[config.mk]
export PLATFORM = sky130hd
export DESIGN_NAME = vga_sync_gen
export DESIGN_NICKNAME = d
export VERILOG_FILES = /design/src/rtl/vga_pkg.sv /design/src/rtl/vga_block_counter.sv /design/src/rtl/vga_sync_gen.sv
export SDC_FILE = /design/constraint.sdc
export NUM_CORES = 1
export LEC_CHECK = 0
export CAP_MARGIN = 20
export CORE_UTILIZATION = 45
export DETAILED_ROUTE_END_ITERATION = 12
export PLACE_DENSITY = 0.84
export RECOVER_POWER = 25
export SLEW_MARGIN = 25
export SYNTH_ARGS = -nofsm -noshare
export SYNTH_HDL_FRONTEND = slang
export SYNTH_SLANG_ARGS = --single-unit
[constraint.sdc]
create_clock -name clk -period 1.8 [get_ports clk]
set_input_delay 0.18 -clock clk [delete_from_list [all_inputs] [get_ports clk]]
set_output_delay 0.18 -clock clk [all_outputs]
set_load 0.01 [all_outputs]
[src/rtl/vga_pkg.sv]
// Shared 1024x768 raster timing constants for the VGA sync generator and the
// text console that consumes its beam position.
package vga_pkg;

    localparam int VGA_H_VISIBLE = 1024;
    localparam int VGA_H_FP      = 24;
    localparam int VGA_H_SYNC    = 136;
    localparam int VGA_H_BP      = 160;
    localparam int VGA_V_VISIBLE = 768;
    localparam int VGA_V_FP      = 3;
    localparam int VGA_V_SYNC    = 6;
    localparam int VGA_V_BP      = 29;
    localparam int VGA_Y_BLK     = 48;

    localparam int VGA_H_TOTAL   = VGA_H_VISIBLE + VGA_H_FP + VGA_H_SYNC + VGA_H_BP;
    localparam int VGA_V_TOTAL   = VGA_V_VISIBLE + VGA_V_FP + VGA_V_SYNC + VGA_V_BP;
    localparam int VGA_HS_START  = VGA_H_VISIBLE + VGA_H_FP;
    localparam int VGA_HS_END    = VGA_HS_START + VGA_H_SYNC;
    localparam int VGA_VS_START  = VGA_V_VISIBLE + VGA_V_FP;
    localparam int VGA_VS_END    = VGA_VS_START + VGA_V_SYNC;

    localparam int X_BLK  = 32;
    localparam int X_LO_W = 5;
    localparam int X_HI_W = 6;
    localparam int Y_LO_W = 6;
    localparam int Y_HI_W = 5;

    // Compares a split (hi, lo) line number against a split constant without
    // rebuilding y = hi*Y_BLK + lo.
    function automatic logic split_ge(input logic [Y_HI_W-1:0] hi,
                                      input logic [Y_LO_W-1:0] lo,
                                      input logic [Y_HI_W-1:0] c_hi,
                                      input logic [Y_LO_W-1:0] c_lo);
        return (hi > c_hi) || ((hi == c_hi) && (lo >= c_lo));
    endfunction

endpackage

[src/rtl/vga_block_counter.sv]
// Two-field counter: lo counts modulo LO_MOD and carries into hi; clear wins
// over increment.
module vga_block_counter #(
    parameter int LO_MOD = 32,
    parameter int LO_W   = 5,
    parameter int HI_W   = 6
) (
    input  logic            clk,
    input  logic            rst,
    input  logic            inc_i,
    input  logic            clr_i,
    output logic [LO_W-1:0] lo_o,
    output logic [HI_W-1:0] hi_o,
    output logic            tc_o
);

    logic [LO_W-1:0] lo_q, lo_d;
    logic [HI_W-1:0] hi_q, hi_d;

    assign tc_o = (lo_q == LO_W'(LO_MOD - 1));

    always_comb begin
        lo_d = lo_q;
        hi_d = hi_q;
        if (clr_i) begin
            lo_d = '0;
            hi_d = '0;
        end else if (inc_i) begin
            if (tc_o) begin
                lo_d = '0;
                hi_d = hi_q + HI_W'(1);
            end else begin
                lo_d = lo_q + LO_W'(1);
            end
        end
    end

    always_ff @(posedge clk or posedge rst) begin
        if (rst) begin
            lo_q <= '0;
            hi_q <= '0;
        end else begin
            lo_q <= lo_d;
            hi_q <= hi_d;
        end
    end

    assign lo_o = lo_q;
    assign hi_o = hi_q;

endmodule

[src/rtl/vga_sync_gen.sv]
// Free-running raster timing generator: split beam position, blank, registered
// active-low syncs and a sticky vertical-blank interrupt.
module vga_sync_gen
    import vga_pkg::*;
#(
    parameter int H_VISIBLE = VGA_H_VISIBLE,
    parameter int H_FP      = VGA_H_FP,
    parameter int H_SYNC    = VGA_H_SYNC,
    parameter int H_BP      = VGA_H_BP,
    parameter int V_VISIBLE = VGA_V_VISIBLE,
    parameter int V_FP      = VGA_V_FP,
    parameter int V_SYNC    = VGA_V_SYNC,
    parameter int V_BP      = VGA_V_BP,
    parameter int Y_BLK     = VGA_Y_BLK
) (
    input  logic              clk,
    input  logic              rst,
    input  logic              cli,
    output logic [X_LO_W-1:0] x_lo,
    output logic [X_HI_W-1:0] x_hi,
    output logic [Y_LO_W-1:0] y_lo,
    output logic [Y_HI_W-1:0] y_hi,
    output logic              blank,
    output logic              hsync,
    output logic              vsync,
    output logic              interrupt
);

    localparam int H_TOTAL  = H_VISIBLE + H_FP + H_SYNC + H_BP;
    localparam int V_TOTAL  = V_VISIBLE + V_FP + V_SYNC + V_BP;
    localparam int HS_START = H_VISIBLE + H_FP;
    localparam int HS_END   = HS_START + H_SYNC;
    localparam int VS_START = V_VISIBLE + V_FP;
    localparam int VS_END   = VS_START + V_SYNC;
    localparam int X_W      = X_HI_W + X_LO_W;

    // Block-aligned limits let blank and end-of-line decode from hi fields alone.
    if (H_TOTAL > 2048)              begin : g_chk_htot  $error("H_TOTAL exceeds 2048"); end
    if (V_TOTAL > 32 * Y_BLK)        begin : g_chk_vtot  $error("V_TOTAL exceeds 32*Y_BLK"); end
    if (Y_BLK > 64)                  begin : g_chk_yblk  $error("Y_BLK exceeds 64"); end
    if (H_TOTAL % X_BLK != 0)        begin : g_chk_hal   $error("H_TOTAL not a multiple of 32"); end
    if (H_VISIBLE % X_BLK != 0)      begin : g_chk_hvis  $error("H_VISIBLE not a multiple of 32"); end
    if (V_VISIBLE % Y_BLK != 0)      begin : g_chk_vvis  $error("V_VISIBLE not a multiple of Y_BLK"); end

    logic           x_tc, y_tc, x_end, y_last, vis_last;
    logic [X_W-1:0] x_pos;
    logic           hsync_q, hsync_d, vsync_q, vsync_d, irq_q, irq_d;

    vga_block_counter #(.LO_MOD(X_BLK), .LO_W(X_LO_W), .HI_W(X_HI_W)) u_x_cnt (
        .clk   (clk),
        .rst   (rst),
        .inc_i (1'b1),
        .clr_i (x_end),
        .lo_o  (x_lo),
        .hi_o  (x_hi),
        .tc_o  (x_tc)
    );

    vga_block_counter #(.LO_MOD(Y_BLK), .LO_W(Y_LO_W), .HI_W(Y_HI_W)) u_y_cnt (
        .clk   (clk),
        .rst   (rst),
        .inc_i (x_end),
        .clr_i (x_end && y_last),
        .lo_o  (y_lo),
        .hi_o  (y_hi),
        .tc_o  (y_tc)
    );

    assign x_pos    = {x_hi, x_lo};
    assign x_end    = x_tc && (x_hi == X_HI_W'(H_TOTAL / X_BLK - 1));
    assign y_last   = (y_hi == Y_HI_W'((V_TOTAL - 1) / Y_BLK)) &&
                      (y_lo == Y_LO_W'((V_TOTAL - 1) % Y_BLK));
    assign vis_last = y_tc && (y_hi == Y_HI_W'(V_VISIBLE / Y_BLK - 1));
    assign blank    = (x_hi >= X_HI_W'(H_VISIBLE / X_BLK)) ||
                      (y_hi >= Y_HI_W'(V_VISIBLE / Y_BLK));

    always_comb begin
        hsync_d = !((x_pos >= X_W'(HS_START)) && (x_pos < X_W'(HS_END)));
        vsync_d = !(split_ge(y_hi, y_lo, Y_HI_W'(VS_START / Y_BLK), Y_LO_W'(VS_START % Y_BLK)) &&
                    !split_ge(y_hi, y_lo, Y_HI_W'(VS_END / Y_BLK), Y_LO_W'(VS_END % Y_BLK)));
        irq_d   = irq_q;
        if (x_end && vis_last) begin
            irq_d = 1'b1;
        end else if (cli) begin
            irq_d = 1'b0;
        end
    end

    // Syncs lag the counters by one cycle to line up with the registered RGB.
    always_ff @(posedge clk or posedge rst) begin
        if (rst) begin
            hsync_q <= 1'b1;
            vsync_q <= 1'b1;
            irq_q   <= 1'b0;
        end else begin
            hsync_q <= hsync_d;
            vsync_q <= vsync_d;
            irq_q   <= irq_d;
        end
    end

    assign hsync     = hsync_q;
    assign vsync     = vsync_q;
    assign interrupt = irq_q;

endmodule

* Yosys cells after proc, flatten, opt, wreduce, memory -nomap -nowiden
Cells that the tools add are included.
** Cells by class
- Add/sub/neg operators :: 4
- Order comparisons :: 7
- Eq/ne operators :: 6
- Muxes and demuxes :: 12
- Reduce and logical (&&, ||, !) cells :: 20
** Operator list (count)
- 6-bit two-way mux :: 5
- 5-bit two-way mux :: 5
- 6-bit == test, second input constant :: 3
- 6-bit by 1-bit adder with 6-bit output, second input constant :: 2
- 11-bit >= comparator, second input constant :: 1
- 11-bit < comparator, second input constant :: 1
- 5-bit by 1-bit adder with 5-bit output, second input constant :: 2
- 5-bit == test, second input constant :: 2
- 1-bit logical AND :: 9
- 2-bit nonzero test :: 4
- 6-bit by 2-bit >= comparator with 1-bit output, second input constant :: 1
- 6-bit by 4-bit >= comparator with 1-bit output, second input constant :: 1
- 6-bit >= comparator, second input constant :: 1
- 5-bit by 4-bit == test with 1-bit output, second input constant :: 1
- 5-bit >= comparator, second input constant :: 1
- 5-bit > comparator, second input constant :: 1
- 1-bit logical NOT :: 3
- 1-bit logical OR :: 3
- 1-bit two-way mux :: 2
- 2-bit AND reduction :: 1
** Storage, ports and cells
- Bits in registers :: 25
- Input bits :: 3
- Output and inout port bits :: 26
- Logic and storage cells :: 56

* Logic depth before layout (Yosys ltp)
- Depth in word-level cells :: 6
- Gate-level depth with buffers :: 8

* By module
From an unflattened synthesis, not the netlist that was laid out.
** Second synthesis, totals
- Cells, all modules :: 148
- Area, all modules :: 1406.3 µm²
** Modules (own cells, without submodules)
- vga_block_counter at u_y_cnt :: instances 1, cells each 66, area each 618.1 µm², sequential area each 275.3 µm²
- vga_block_counter at u_x_cnt :: instances 1, cells each 57, area each 564.3 µm², sequential area each 275.3 µm²
- vga_sync_gen :: instances 1, cells each 25, area each 224.0 µm², sequential area each 77.6 µm²

* Least setup slack after synthesis
No wires, ideal clock.
- Path kind :: reg-to-reg
- Start :: register u_x_cnt.lo_q[0] (netlist: u_x_cnt.lo_o[0])
- End :: register u_y_cnt.hi_q[3] (netlist: u_y_cnt.hi_o[3])
- Data arrival time :: 1735 ps
- Setup slack :: -61 ps
- Stages on the path, launching flop included :: 8
- Buffers on the path :: 0
- Period minus slack after synthesis :: 1861 ps
- Cell sequence :: dfrtp_1 ha_1 and3_1 ha_1 nand4b_4 nor4_4 nand4_1 xnor2_1
** On the way
- Word-level cells in the longest chain between the ends :: 5
** Ends and longest elaborated chain
- start: declaration :: line vga_block_counter.sv:17 : logic [LO_W-1:0] lo_q, lo_d;
- start signal: assignment :: line vga_block_counter.sv:43 : lo_q <= lo_d;
- 5-bit == test * :: line vga_block_counter.sv:20 : assign tc_o = (lo_q == LO_W'(LO_MOD - 1));
- 1-bit logical AND * :: line vga_sync_gen.sv:70 : assign x_end = x_tc && (x_hi == X_HI_W'(H_TOTAL / X_BLK - 1));
- 1-bit logical AND :: line vga_sync_gen.sv:63 : .clr_i (x_end && y_last),
- 2-bit nonzero test (no source line)
- 2-bit AND reduction (no source line)
- end signal: assignment :: line vga_block_counter.sv:44 : hi_q <= hi_d;
- end: declaration :: line vga_block_counter.sv:18 : logic [HI_W-1:0] hi_q, hi_d;
Mark *: on every way between the ends. The rest lies on a longest branch, timed or not.
A chain may end at the register's enable or synchronous reset.

* Worst setup path in the final report
- Start :: register u_x_cnt.hi_q[5] (netlist: u_x_cnt.hi_o[5])
- End :: output blank
** On the way
- Word-level cells in the longest chain between the ends :: 2
** Ends and longest elaborated chain
- start: declaration :: line vga_block_counter.sv:18
- start signal: assignment :: line vga_block_counter.sv:44
- 6-bit >= comparator :: line vga_sync_gen.sv:74 : assign blank = (x_hi >= X_HI_W'(H_VISIBLE / X_BLK)) ||
- 1-bit logical OR :: line vga_sync_gen.sv:74
- end: declaration :: line vga_sync_gen.sv:23 : output logic blank,
No other way between the ends.

==> tab_implementation.tex <==
\begin{tabular}{lr}
\hline
Metric & Value \\
\hline
\multicolumn{2}{l}{\textbf{Yosys}} \\
\quad Commonest cells in the synthesized netlist & dfrtp\_1 (23), ha\_1 (14), inv\_1 (13), nor2\_1 (13), nand2\_1 (11) \\
\quad Proportion of netlist area held by the largest area contributor & 41.1\% \\
\quad Avg Synthesized Cell Area & 10.3 sq um \\
\quad Most numerous cell in the Yosys netlist & dfrtp\_1 \\
\quad Netlist area before placement & 0.00140 sq mm \\
\quad \#FFs+latches synth & 25 \\
\quad Synthesized instance count & 136 \\
\quad Sequential element share of the synthesized area & 44.8\% \\
\quad Warning count from the yosys run & 0 \\
\quad Net count after synthesis & 153 \\
\quad EDFF count, synth & 0 \\
\quad Largest cells by area after synthesis & dfrtp\_1 (41\%), ha\_1 (13\%), dfstp\_2 (3.8\%), inv\_1 (3.5\%), nor2\_1 (3.5\%) \\
\quad Fraction of registers with async set/reset & 100\% \\
\quad Biggest area consumer among synthesized cells & dfrtp\_1 \\
\quad Main flop type after synthesis & dfrtp\_1 \\
\quad Netlist cell types & 37 \\
\multicolumn{2}{l}{\textbf{Floorplanning}} \\
\quad Initial core utilization & 49.1\% \\
\quad Std cell rows & 19 \\
\quad Die height & 57.8 um \\
\quad Horiz. Die Dim & 57.8 um \\
\quad Core Area & 0.00285 sq mm \\
\quad Total Die Area & 0.00334 sq mm \\
\quad \# IOs & 29 \\
\multicolumn{2}{l}{\textbf{Clock network}} \\
\quad Clock tree from TritonCTS & done \\
\quad Clock insertion delay at the later pin of the skew report & 0.33 ns \\
\quad Hold buffer count at cts & 0 \\
\quad Max Root-Sink Buffers & 2 \\
\quad Clock buffer count from CTS & 3 \\
\quad CTS Root Buffer Type & clkbuf\_4 \\
\quad H-tree depth reported by CTS & 1 \\
\quad Clock sink count & 25 \\
\quad Clock slew at reported path FFs & 0.14 ns \\
\multicolumn{2}{l}{\textbf{Detailed routing}} \\
\quad Routed length per placed instance & 14.5 um \\
\quad Detailed-route vias per instance & 5.43 \\
\quad Drc violations & 1 \\
\quad Aggregate routed wire length & 3080 um \\
\quad Routed via count & 1152 \\
\quad Length of the first detailed-routing pass in iterations & 10 \\
\quad Final ANT Viol Nets & 0 \\
\quad Detailed Route Iter0 Violations & 33 \\
\multicolumn{2}{l}{\textbf{Layout}} \\
\quad Number of fill cells in the layout & 239 \\
\quad Sequential cell area & 628 sq um \\
\quad Area used by multi-input combinational logic & 746 sq um \\
\quad Total Nets Final & 199 \\
\quad Antenna fix cells & 0 \\
\quad Area added between synthesis and finish & 34.6\% \\
\quad Post-route non-filler standard cell count & 212 \\
\quad Fraction of final layout cells sized beyond drive strength 1 & 18.2\% \\
\multicolumn{2}{l}{\textbf{Critical path}} \\
\quad Crit end category & output port \\
\quad Critical path's largest stage delay & 0.48 ns \\
\quad Sort of element at the start of the critical path & register \\
\quad Critical-path cell with the highest stage delay & clkdlybuf4s50\_1 \\
\quad WP data required & 1.62 ns \\
\quad Biggest fanout along the worst timing path & 6 \\
\quad Type of the setup path with the least slack & reg -> out \\
\quad CP cell instances & or2\_2 > clkdlybuf4s50\_1 \\
\quad WP data arrival & 1.58 ns \\
\quad Buffering stage count on the worst path with inverters included & 1 \\
\quad Kind of cell with the highest combined delay on the critical path & buffers and inverters \\
\multicolumn{2}{l}{\textbf{Placed design}} \\
\quad IO Port Bufs & 28 \\
\quad Placed instance count & 205 \\
\quad Global placer's final weighted congestion & 0.843 \\
\quad Post-place setup slack & -0.0114 ns \\
\quad HPWL after DPL & 2320 um \\
\multicolumn{2}{l}{\textbf{Worst hold path}} \\
\quad Class of the tightest hold or removal check & in -> reg \\
\multicolumn{2}{l}{\textbf{Power}} \\
\quad Largest voltage drop on the vdd net & 0.345 mV \\
\quad PwrDens & 442 mW/mm\^{}2 \\
\quad Total power after layout & 0.000833 W \\
\quad Static Leakage & 0.887 nW \\
\multicolumn{2}{l}{\textbf{Timing}} \\
\quad Max Freq & 0.567 GHz \\
\quad Total Neg Setup Slack & 0 ns \\
\quad Final setup viols & 0 \\
\quad Worst relative slew slack & 11.2\% \\
\quad Hold Fails Final Rpt & 0 \\
\quad Min setup slack post-route & 0.0371 ns \\
\quad Final worst clock skew & 0.00724 ns \\
\quad Max-slew violations & 0 \\
\quad Tcrit/Tclk final & 97.9\% \\
\quad Worst slew pin tran & 1.33 ns \\
\quad Time the final worst path needs with I/O delays and setup & 1.76 ns \\
\quad RSZ-0062 raised after global routing & yes \\
\multicolumn{2}{l}{\textbf{Status}} \\
\quad Violated checks & DRC \\
\quad Status & complete, but fails checks \\
\multicolumn{2}{l}{\textbf{GRT}} \\
\quad Vias in the first global route & 1159 \\
\quad First-pass GRT wire length & 5090 um \\
\quad Pin count of the biggest net entering global routing & 26 \\
\quad Overall fraction of global-route tracks in use & 19.9\% \\
\quad Overflow after GRT & 0 \\
\quad Initial antenna violation count & 0 \\
\multicolumn{2}{l}{\textbf{Job}} \\
\quad Max Cap Viol & 0 \\
\hline
\end{tabular}
-- state kept, by name (all words and copies together), names as in the netlist --
register	cells
u_x_cnt.hi_o	6
interrupt	1
hsync	1
u_y_cnt.lo_o	6
u_x_cnt.lo_o	5
vsync	1
u_y_cnt.hi_o	5
-- worst reg2reg max path, cell delays in order, from the launching register on --
cell,delay [ns]
dfrtp_1,0.39
ha_2,0.18
and3_4,0.18
ha_4,0.16
and4b_1,0.21
nand2_1,0.08
nor2_1,0.14
mux2_4,0.31
-- layer usage --
layer | track usage (%) | part of all wire, % | up-vias | routed length (um)
li1 | - | - | 554 | -
met1 | 24.7 | 44 | 561 | 1370
met2 | 34.5 | 50 | 27 | 1550
met3 | 2.23 | 2.8 | 10 | 86
met4 | 9.18 | 2.6 | 0 | 81
met5 | 0 | 0 | - | 0
-- report_power, final --
| group | total [W] | switching (W) | internal, W |
|---|---|---|---|
| Clock | 0.000256 | 0.000172 | 0.0000834 |
| Sequential | 0.000562 | 0.0000000000000000000418 | 0.000562 |
| Combinational | 0.0000150 | 0.0000111 | 0.00000385 |
| Total | 0.000833 | 0.000183 | 0.000649 |
-- cells by family after synthesis --
| family | synth area share, % |
|---|---|
| flops | 44.8 |
| fa+ha+maj | 12.5 |
| buf+inv | 4.46 |
| compound gates | 9.02 |
| simple gates | 22.8 |
| xor+xnor | 5.62 |
| mux | 0.804 |
-- placed cells by master (no fill, tap or decap), types with 4 or more instances in the layout --
master           netlist  layout
nor2_1                13      13
ha_1                  14      12
buf_4                  0      15
nand3_1                5       5
xnor2_1                5       5
o21ai_0                7       6
nand2_1               11      11
dfrtp_1               23      23
clkdlybuf4s50_1        0      27
xor2_1                 4       4
inv_1                 13      13
-- repair_timing --
item | CTS | global route
gates resized for setup | 4 | 3
setup endpoints to repair | 3 | 9
setup buffers | 0 | 3
pin swaps | 0 | 2
-- path summary, 6_finish.rpt --
check	slack, ns	from	depth (start not counted)	end
max reg2reg	0.05	u_x_cnt.lo_o[1]	7	u_y_cnt.lo_o[4]
max in group asynchronous	0.30	rst	3	u_y_cnt.lo_o[1]
min reg2reg	0.53	u_y_cnt.hi_o[3]	1	u_y_cnt.hi_o[3]
max	0.04	u_x_cnt.hi_o[5]	2	blank
min in group asynchronous	0.71	rst	3	u_x_cnt.lo_o[1]
min	0.40	cli	2	interrupt
-- layout make-up --
class                           count  area share, %
Multi-Input combinational cell     95           39.5
Sequential cell                    25           33.3
Timing Repair Buffer               44           21.0
Inverter                           13           2.59
Tap cell                           31           2.06
Clock buffer                        3           1.19
Clock inverter                      1          0.265
-- metrics by stage --
stage	hold WS, ns	utilization (%)	cell area, sq um
after global routing	0.406	66.1	1890
after detailed placement	0.511	63.5	1810
final	0.396	66.1	1890
after floorplan	0.206	-	1410
after global placement	0.499	63.5	1810
after CTS	0.200	65.3	1860
Power figures use the tool's default switching activity.
